File: src/rtl/ps2_key_event_fifo.sv
// Set-2 PS/2 byte decoder feeding a show-ahead key-event FIFO with valid/ready pop.
// Optional macro PS2_TYPEMATIC_FILTER_EN suppresses typematic repeats of the held key.
module ps2_key_event_fifo #(
  parameter int DEPTH_LOG2 = 3
) (
  input  logic                  CLOCK_50,
  input  logic                  resetn,
  input  logic [7:0]            rx_data,
  input  logic                  rx_valid,
  output logic [7:0]            evt_code,
  output logic                  evt_ext,
  output logic                  evt_break,
  output logic                  evt_valid,
  input  logic                  evt_ready,
  output logic [DEPTH_LOG2:0]   count,
  output logic                  overflow,
  input  logic                  clear_ovf,
  output logic [7:0]            last_code
);

  localparam int DEPTH = 1 << DEPTH_LOG2;

  typedef enum logic [2:0] {
    S_IDLE = 3'd0,
    S_E0   = 3'd1,
    S_F0   = 3'd2,
    S_E0F0 = 3'd3,
    S_SKIP = 3'd4
  } state_t;

  state_t                state_r, state_nxt_s;
  logic [2:0]            skip_r, skip_nxt_s;
  logic                  emit_s, emit_ext_s, emit_brk_s;
  logic                  repeat_s, push_s, make_s;
  logic                  pop_s, full_s, wr_s, drop_s;
  logic [DEPTH_LOG2:0]   wr_ptr_r, rd_ptr_r, wr_nxt_s, rd_nxt_s, count_nxt_s;
  logic [9:0]            mem_r [DEPTH];
  logic [9:0]            push_data_s, head_nxt_s;

  // Status and ack bytes the keyboard sends outside of key sequences.
  function automatic logic is_dropped(input logic [7:0] b);
    case (b)
      8'hAA, 8'hFA, 8'hEE, 8'hFC, 8'hFD, 8'h00, 8'hFF: is_dropped = 1'b1;
      default:                                          is_dropped = 1'b0;
    endcase
  endfunction

  // Prefix decoder: next state, pause skip count and event emission.
  always_comb begin
    state_nxt_s = state_r;
    skip_nxt_s  = skip_r;
    emit_s      = 1'b0;
    emit_ext_s  = 1'b0;
    emit_brk_s  = 1'b0;
    if (rx_valid) begin
      case (state_r)
        S_IDLE: begin
          if (rx_data == 8'hE0) begin
            state_nxt_s = S_E0;
          end else if (rx_data == 8'hF0) begin
            state_nxt_s = S_F0;
          end else if (rx_data == 8'hE1) begin
            state_nxt_s = S_SKIP;
            skip_nxt_s  = 3'd7;
          end else if (is_dropped(rx_data)) begin
            state_nxt_s = S_IDLE;
          end else begin
            emit_s = 1'b1;
          end
        end
        S_E0: begin
          if (rx_data == 8'hF0) begin
            state_nxt_s = S_E0F0;
          end else if (rx_data == 8'hE0) begin
            state_nxt_s = S_E0;
          end else begin
            emit_s      = 1'b1;
            emit_ext_s  = 1'b1;
            state_nxt_s = S_IDLE;
          end
        end
        S_F0: begin
          emit_s      = 1'b1;
          emit_brk_s  = 1'b1;
          state_nxt_s = S_IDLE;
        end
        S_E0F0: begin
          emit_s      = 1'b1;
          emit_ext_s  = 1'b1;
          emit_brk_s  = 1'b1;
          state_nxt_s = S_IDLE;
        end
        S_SKIP: begin
          skip_nxt_s = skip_r - 3'd1;
          if (skip_r <= 3'd1) begin
            state_nxt_s = S_IDLE;
            skip_nxt_s  = 3'd0;
          end else begin
            state_nxt_s = S_SKIP;
          end
        end
        default: begin
          state_nxt_s = S_IDLE;
          skip_nxt_s  = 3'd0;
        end
      endcase
    end else begin
      state_nxt_s = state_r;
    end
  end

`ifdef PS2_TYPEMATIC_FILTER_EN
  logic       held_r;
  logic [7:0] held_code_r;
  logic       held_ext_r;

  assign repeat_s = emit_s && !emit_brk_s && held_r &&
                    (held_code_r == rx_data) && (held_ext_r == emit_ext_s);

  // Tracks the key currently held down so auto-repeat makes can be filtered.
  always_ff @(posedge CLOCK_50 or negedge resetn) begin
    if (!resetn) begin
      held_r      <= 1'b0;
      held_code_r <= 8'h00;
      held_ext_r  <= 1'b0;
    end else if (emit_s && !emit_brk_s && !repeat_s) begin
      held_r      <= 1'b1;
      held_code_r <= rx_data;
      held_ext_r  <= emit_ext_s;
    end else if (emit_s && emit_brk_s && held_r &&
                 (held_code_r == rx_data) && (held_ext_r == emit_ext_s)) begin
      held_r <= 1'b0;
    end
  end
`else
  assign repeat_s = 1'b0;
`endif

  assign push_s      = emit_s && !repeat_s;
  assign make_s      = push_s && !emit_brk_s;
  assign push_data_s = {rx_data, emit_ext_s, emit_brk_s};

  // Full when the wrap bits differ and the index bits match; a same-cycle pop frees a slot.
  assign pop_s       = evt_valid && evt_ready;
  assign full_s      = (wr_ptr_r[DEPTH_LOG2] != rd_ptr_r[DEPTH_LOG2]) &&
                       (wr_ptr_r[DEPTH_LOG2-1:0] == rd_ptr_r[DEPTH_LOG2-1:0]);
  assign wr_s        = push_s && (!full_s || pop_s);
  assign drop_s      = push_s && full_s && !pop_s;
  assign wr_nxt_s    = wr_ptr_r + {{DEPTH_LOG2{1'b0}}, wr_s};
  assign rd_nxt_s    = rd_ptr_r + {{DEPTH_LOG2{1'b0}}, pop_s};
  assign count_nxt_s = wr_nxt_s - rd_nxt_s;
  assign head_nxt_s  = (wr_s && (wr_ptr_r == rd_nxt_s)) ? push_data_s
                                                        : mem_r[rd_nxt_s[DEPTH_LOG2-1:0]];

  // Event storage.
  always_ff @(posedge CLOCK_50) begin
    if (wr_s) begin
      mem_r[wr_ptr_r[DEPTH_LOG2-1:0]] <= push_data_s;
    end
  end

  // Decoder state, pointers and registered outputs.
  always_ff @(posedge CLOCK_50 or negedge resetn) begin
    if (!resetn) begin
      state_r   <= S_IDLE;
      skip_r    <= 3'd0;
      wr_ptr_r  <= '0;
      rd_ptr_r  <= '0;
      count     <= '0;
      evt_valid <= 1'b0;
      evt_code  <= 8'h00;
      evt_ext   <= 1'b0;
      evt_break <= 1'b0;
      overflow  <= 1'b0;
      last_code <= 8'h00;
    end else begin
      state_r   <= state_nxt_s;
      skip_r    <= skip_nxt_s;
      wr_ptr_r  <= wr_nxt_s;
      rd_ptr_r  <= rd_nxt_s;
      count     <= count_nxt_s;
      evt_valid <= (count_nxt_s != '0);
      if (count_nxt_s != '0) begin
        {evt_code, evt_ext, evt_break} <= head_nxt_s;
      end
      if (drop_s) begin
        overflow <= 1'b1;
      end else if (clear_ovf) begin
        overflow <= 1'b0;
      end
      if (make_s) begin
        last_code <= rx_data;
      end
    end
  end

endmodule

File: config.mk
export PLATFORM = sky130hd
export DESIGN_NAME = ps2_key_event_fifo
export DESIGN_NICKNAME = d
export VERILOG_FILES = /design/src/rtl/ps2_key_event_fifo.sv
export SDC_FILE = /design/constraint.sdc
export NUM_CORES = 1
export LEC_CHECK = 0
export CORE_ASPECT_RATIO = 2
export CORE_MARGIN = 8
export CORE_UTILIZATION = 55
export CTS_BUF_LIST = sky130_fd_sc_hd__clkbuf_4 sky130_fd_sc_hd__clkbuf_8
export DETAILED_ROUTE_END_ITERATION = 10
export PLACE_DENSITY_LB_ADDON = 0.15
export RECOVER_POWER = 100
export SLEW_MARGIN = 20
export SYNTH_ARGS = -nofsm -noshare
export SYNTH_HDL_FRONTEND = slang
export SYNTH_SLANG_ARGS = --single-unit
File: constraint.sdc
create_clock -name CLOCK_50 -period 4.6 [get_ports CLOCK_50]
set_input_delay 0.92 -clock CLOCK_50 [delete_from_list [all_inputs] [get_ports CLOCK_50]]
set_output_delay 0.92 -clock CLOCK_50 [all_outputs]
set_load 0.03 [all_outputs]
# Yosys cells after proc, flatten, opt, wreduce, memory -nomap -nowiden
# Memories as Yosys holds them, arrays and structs flattened.
# Index checks and enable logic that the tools add are counted.
[totals]
register_bits = 38
ram_bits = 80
input_bits = 13
out_inout_bits = 24
word_cells = 94
n_memories = 1
[op_classes]
add_sub_neg = 4
order_cmp = 1
eq_ne = 20
muxes = 36
bitwise_logic = 1
n_reduce_logical = 20
[memory_table]
columns = ["name", "words", "word_bits", "rd", "rd_clocked_by_memory_dff", "wr", "line_no", "rtl"]
rows = [
  ["mem_r", 8, 10, 1, 0, 1, "37", "logic [9:0] mem_r [DEPTH];"],
]
[ops]
columns = ["cell", "count"]
rows = [
  ["$eq 8x8->1 const B", 9],
  ["$mux 3", 9],
  ["$mux 1", 21],
  ["$pmux 3 s3", 2],
  ["$mux 10", 1],
  ["$add 4x1->4", 2],
  ["$logic_not 8->1", 1],
  ["$logic_and 1x1->1", 7],
  ["$reduce_or 7->1", 1],
  ["$eq 3x2->1 const B", 2],
  ["$ne 2x2->1 const B", 3],
  ["$ne 5x5->1 const B", 1],
  ["$reduce_and 5->1", 1],
  ["$eq 4x4->1", 1],
  ["$reduce_bool 4->1", 1],
  ["$sub 4x4->4", 1],
  ["$eq 3x1->1 const B", 1],
  ["$eq 3x3->1", 1],
  ["$eq 3x3->1 const B", 1],
  ["$le 3x1->1 const B", 1],
  ["$logic_not 1->1", 3],
  ["$logic_not 3->1", 1],
  ["$pmux 1 s3", 1],
  ["$reduce_or 3->1", 1],
  ["9 further kinds", 9],
]

# Longest topological paths before layout
[logic_depth]
depth_word = 18
depth_mapped = 18
ltp_nobuf = 15

# Least setup slack after synthesis
# OpenSTA, ideal clock, no wires.
[synth_timing]
path_type = "in2reg"
from = "input port rx_data[4]"
to = "register evt_break"
setup_ps = 121
t_arrival_ps = 4474
t_required_ps = 4479
path_slack_ps = 5
cell_stages = 17
n_path_buf = 3
path_cell_list = "buf_2 > or4b_4 > a211o_1 > o211a_2 > o211ai_4 > inv_4 > buf_6 > ha_1 > ha_1 > inv_1 > fa_1 > xnor2_1 > nor3_1 > and3_1 > mux2_2 > clkbuf_1 > a22o_1"
[synth_via]
elab_chain_len = 18
word_cells_on_any_way = 31
classes_between = "2 x add/sub; 9 x eq/ne; 15 x mux; 5 x reduce/logical"
[synth_rtl]
columns = ["element", "line_no", "rtl"]
rows = [
  ["from (decl)", "8", "input logic [7:0] rx_data,"],
  ["$eq 8x8->1 or $logic_not 8->1 (tied branches)", "42", "case (b)"],
  ["$reduce_or 7->1", "42", ""],
  ["$mux 1", "42", ""],
  ["$mux 1", "62", "end else if (rx_data == 8'hE1) begin"],
  ["$mux 1", "60", "end else if (rx_data == 8'hF0) begin"],
  ["$mux 1", "58", "if (rx_data == 8'hE0) begin"],
  ["$mux 1", "56", "case (state_r)"],
  ["$mux 1", "55", "if (rx_valid) begin"],
  ["[... 4 more ...]", "--", ""],
  ["$pmux 1 s3 (*)", "56", ""],
  ["$mux 1 (*)", "55", ""],
  ["$logic_and 1x1->1 (*)", "147", "assign wr_s = push_s && (!full_s || pop_s);"],
  ["$add 4x1->4 (*)", "149", "assign wr_nxt_s = wr_ptr_r + {{DEPTH_LOG2{1'b0}}, wr_s};"],
  ["via wr_nxt_s[1]", "36", "logic [DEPTH_LOG2:0] wr_ptr_r, rd_ptr_r, wr_nxt_s, rd_nxt_s, count_nxt_s;"],
  ["$sub 4x4->4 (*)", "151", "assign count_nxt_s = wr_nxt_s - rd_nxt_s;"],
  ["via count_nxt_s[2]", "36", ""],
  ["$reduce_bool 4->1 (*)", "183", "if (count_nxt_s != '0) begin"],
  ["to (signal assigned)", "184", "{evt_code, evt_ext, evt_break} <= head_nxt_s;"],
  ["to (decl)", "12", "output logic evt_break,"],
]
# The timed path passes the listed nets; every way through them passes the cells marked *. The select of a mux whose other input is x is not followed.
# A chain may end at the register's enable or synchronous reset.

# Worst setup path after layout
[layout_timing]
from = "input port rx_data[7]"
to = "register evt_code[6]"
[layout_via]
elab_chain_len = 18
word_cells_on_any_way = 31
classes_between = "2 x add/sub; 9 x eq/ne; 15 x mux; 5 x reduce/logical"
[layout_rtl]
columns = ["element", "line_no", "rtl"]
rows = [
  ["$eq 8x8->1 or $logic_not 8->1 (tied branches)", "42", ""],
  ["$reduce_or 7->1", "42", ""],
  ["$mux 1", "42", ""],
  ["$mux 1", "62", ""],
  ["$mux 1", "60", ""],
  ["$mux 1", "58", ""],
  ["$mux 1", "56", ""],
  ["$mux 1", "55", ""],
  ["[... 4 more ...]", "--", ""],
  ["$pmux 1 s3 (*)", "56", ""],
  ["$mux 1 (*)", "55", ""],
  ["$logic_and 1x1->1 (*)", "147", ""],
  ["$add 4x1->4 (*)", "149", ""],
  ["via wr_nxt_s[1]", "36", ""],
  ["$sub 4x4->4 (*)", "151", ""],
  ["via count_nxt_s[2]", "36", ""],
  ["$reduce_bool 4->1 (*)", "183", ""],
  ["to (signal assigned)", "184", ""],
  ["to (decl)", "10", "output logic [7:0] evt_code,"],
]
# Marks and branches as above.

==> metrics.txt <==
WL final 11300 µm; initial antenna violation count 0; synthesized flop and latch total 118; Post-synth EDFFs 80; leakage 0.00221 µW; dpl cells 496; Post-CTS Hold Buffers 0; DIE WIDTH 84.6 µm; clock latency on the worst-skew pair 430 ps; pre-CTS WS -411 ps; Starting Density 0.559; Seq/Total Area, Yosys 0.648; Post-synth ARST share 0.322; power per standard cell area 734 mW/mm²; Mapped Cells 338; via count 3168; routed wire length per instance 21.5 µm; Critical path origin rx_data[7]; Worst Hold Depth 2; CP required 4930 ps; final core occ 0.666; I/O Buffers 36; finished layout cell area 0.00617 mm²; die height 153 µm; CTS H-tree depth 4; largest fanout on the critical path 5; Worst Path Arrival 4780 ps; Layout Nets 434; # DRC 0; CTS buffer count 17; vias per inst 6.00; CTS tree built; status finished with violations; Synth-to-Final Area Change 19.3%; Hold Crit Class reg2reg; Distinct cells, synth 55; Min Hold Slack 466 ps; vias in the first global route 3464; crit end category register; number of iterations in the first detailed-routing pass 4; dominant synthesized flop cell edfxtp_1; Tcrit/Tclk final 0.966; remaining global-route overflow 0; CP Capture Point evt_code[6]$_DFFE_PN0P_; FF-to-FF setup slack 840 ps; largest net degree at the start of global routing 39; FF-to-FF Start state_r[2]$_DFFE_PN0P_; Tmin final 4440 ps; Root Buffer clkbuf_8; R2R depth 15; global-route wire length before repair 18500 µm; reg-to-reg endpoint evt_code[6]$_DFFE_PN0P_; CTS sink cnt 118; Cell Rows 50; max-cap violations 1; Final ANT Viol Nets 0; Core Area 0.00926 mm²; Fmax 0.225 GHz; Netlist Area Pre-Place 0.00517 mm²; Ys Warns 0; total die area 0.0130 mm²; setup bufs post-CTS 0; Area after DPL 0.00588 mm²; RePlAce Congestion 0.885; CTS Buffer Depth 2; CP Class in2reg; placed wire-length estimate 8190 µm; layout cells sized above 1 0.198; RSZ-0062 raised after global routing no; fin worst setup slack 156 ps; # diodes 0; fillers 703; Max IR drop VDD 0.000370 V; max-slew violations 39; syn_nets 361; failing checks max-capacitance violations, max-slew violations; iteration-0 DRC count of the detailed router 178; CP startpoint kind input port; Avg Cell Area, Syn 15.3 µm²; I/O Pins 37; slew at the pin with the worst max-slew slack 2040 ps; Slew HR -0.361; final hold vios 0; skew final 7.31 ps; Final setup viols 0; CTS clk-pin slew, worst paths 70 ps; Global Route Usage Sum 0.189; fin cells 528
## layout by cell type, fill, tap and decap left out, types with 9 or more instances in the layout
master / count
a221oi_1: 9
buf_4: 10
clkbuf_1: 23
clkbuf_8: 19
dfrtp_1: 38
dlygate4sd3_1: 27
edfxtp_1: 80
ha_1: 9
inv_1: 18
mux4_2: 20
nand2_1: 17
nor2_1: 9
nor2b_1: 11
nor3_1: 15
xor2_1: 10
## cell families (layout without fill, tap and decap cells)
logic type               count (synthesis)  count (layout)  share of synthesized area
AO/OA/AOI/OAI                           48              48                     0.0726
XOR/XNOR                                16              16                     0.0271
adder cells (fa/ha/maj)                 10              10                     0.0256
buffers and inverters                   37             123                     0.0314
flip-flops                             118             118                      0.648
multiplexers                            29              29                      0.107
AND/OR/NAND/NOR                         80              80                     0.0883
## sequential cells by signal (all words and copies together), names as in the netlist
signal,cells
skip_r,3
evt_code,8
count,4
evt_break,1
overflow,1
rd_ptr_r,4
mem_r,80
evt_valid,1
last_code,8
state_r,3
evt_ext,1
wr_ptr_r,4
## cell type report
| cell class | count | area [µm²] | share of cell area |
|---|---|---|---|
| Sequential cell | 118 | 3350 | 0.543 |
| Inverter | 19 | 73.8 | 0.0120 |
| Timing Repair Buffer | 72 | 547 | 0.0886 |
| Clock inverter | 12 | 129 | 0.0209 |
| Clock buffer | 20 | 269 | 0.0436 |
| Multi-Input combinational cell | 183 | 1670 | 0.270 |
| Tap cell | 104 | 130 | 0.0211 |
## how the worst min path moves through the flow
stage / from / endpoint / slack (ps)
3_5_place_dp: evt_ext$_DFFE_PN0P_ / evt_ext$_DFFE_PN0P_ / 460
4_1_cts: evt_ext$_DFFE_PN0P_ / evt_ext$_DFFE_PN0P_ / 480
2_1_floorplan: skip_r[2]$_DFFE_PN0P_ / skip_r[2]$_DFFE_PN0P_ / 490
6_report: evt_ext$_DFFE_PN0P_ / evt_ext$_DFFE_PN0P_ / 470
3_3_place_gp: evt_ext$_DFFE_PN0P_ / evt_ext$_DFFE_PN0P_ / 460
5_1_grt: evt_code[3]$_DFFE_PN0P_ / evt_code[3]$_DFFE_PN0P_ / 500
## power breakdown
part / switching (µW) / leakage (µW) / total [µW] / internal (µW)
clock: 406 / 0.000188 / 919 / 512
combinational: 1160 / 0.000857 / 2110 / 946
sequential: 139 / 0.00117 / 1500 / 1360
## cell usage after synthesis, types with 2 or more instances
library cell / number / area, µm²
buf_6: 2 / 22.5
o31ai_1: 9 / 67.6
and3_1: 2 / 12.5
nor2b_1: 11 / 68.8
o21ai_0: 6 / 30.0
nor2_1: 9 / 33.8
a21oi_1: 5 / 25.0
nor4_1: 5 / 31.3
mux2_1: 8 / 90.1
nand3_1: 5 / 25.0
a32oi_1: 2 / 17.5
dfrtp_1: 38 / 951
buf_2: 2 / 10.0
nor3b_1: 2 / 15.0
and4_1: 2 / 17.5
a31oi_1: 2 / 12.5
nand2_1: 17 / 63.8
nand2b_1: 2 / 12.5
xor2_1: 10 / 87.6
nor4_2: 2 / 25.0
o211ai_1: 2 / 15.0
clkbuf_1: 10 / 37.5
nor3_1: 14 / 70.1
mux4_2: 20 / 450
inv_1: 18 / 67.6
xnor2_1: 6 / 52.6
edfxtp_1: 80 / 2400
a221oi_1: 9 / 78.8
buf_1: 3 / 11.3
ha_1: 9 / 113
or2_2: 2 / 12.5
## per-layer routing
metal / part of all wire / global-route usage
met4: 0.034 / 0.0933
met5: 0 / 0
met1: 0.36 / 0.196
met2: 0.56 / 0.339
met3: 0.049 / 0.0521
## repair_timing
item	CTS	global route
setup endpoints to repair	0	10
hold endpoints to repair	0	0
resized for setup	0	11
## critical path: stages
cell             delay, ps
clkdlybuf4s50_1        570
clkbuf_4               180
nand2_1                 50
nor3_1                 180
or4b_1                 520
o211ai_4               130
inv_4                   50
ha_1                   200
ha_1                   300
inv_1                   70
fa_1                   460
xnor2_2                160
nor3_1                  70
and3_1                 180
mux2_2                 320
clkbuf_2               170
o31ai_2                250
## stage by stage
stage	setup TNS [ps]	power, µW
CTS	0	4630
finish	0	4530
detailed placement	-3850	3700
global placement	-2490	3640
floorplan	0	2920
global route	0	4790
No activity file was read; power rests on OpenSTA's default activity.
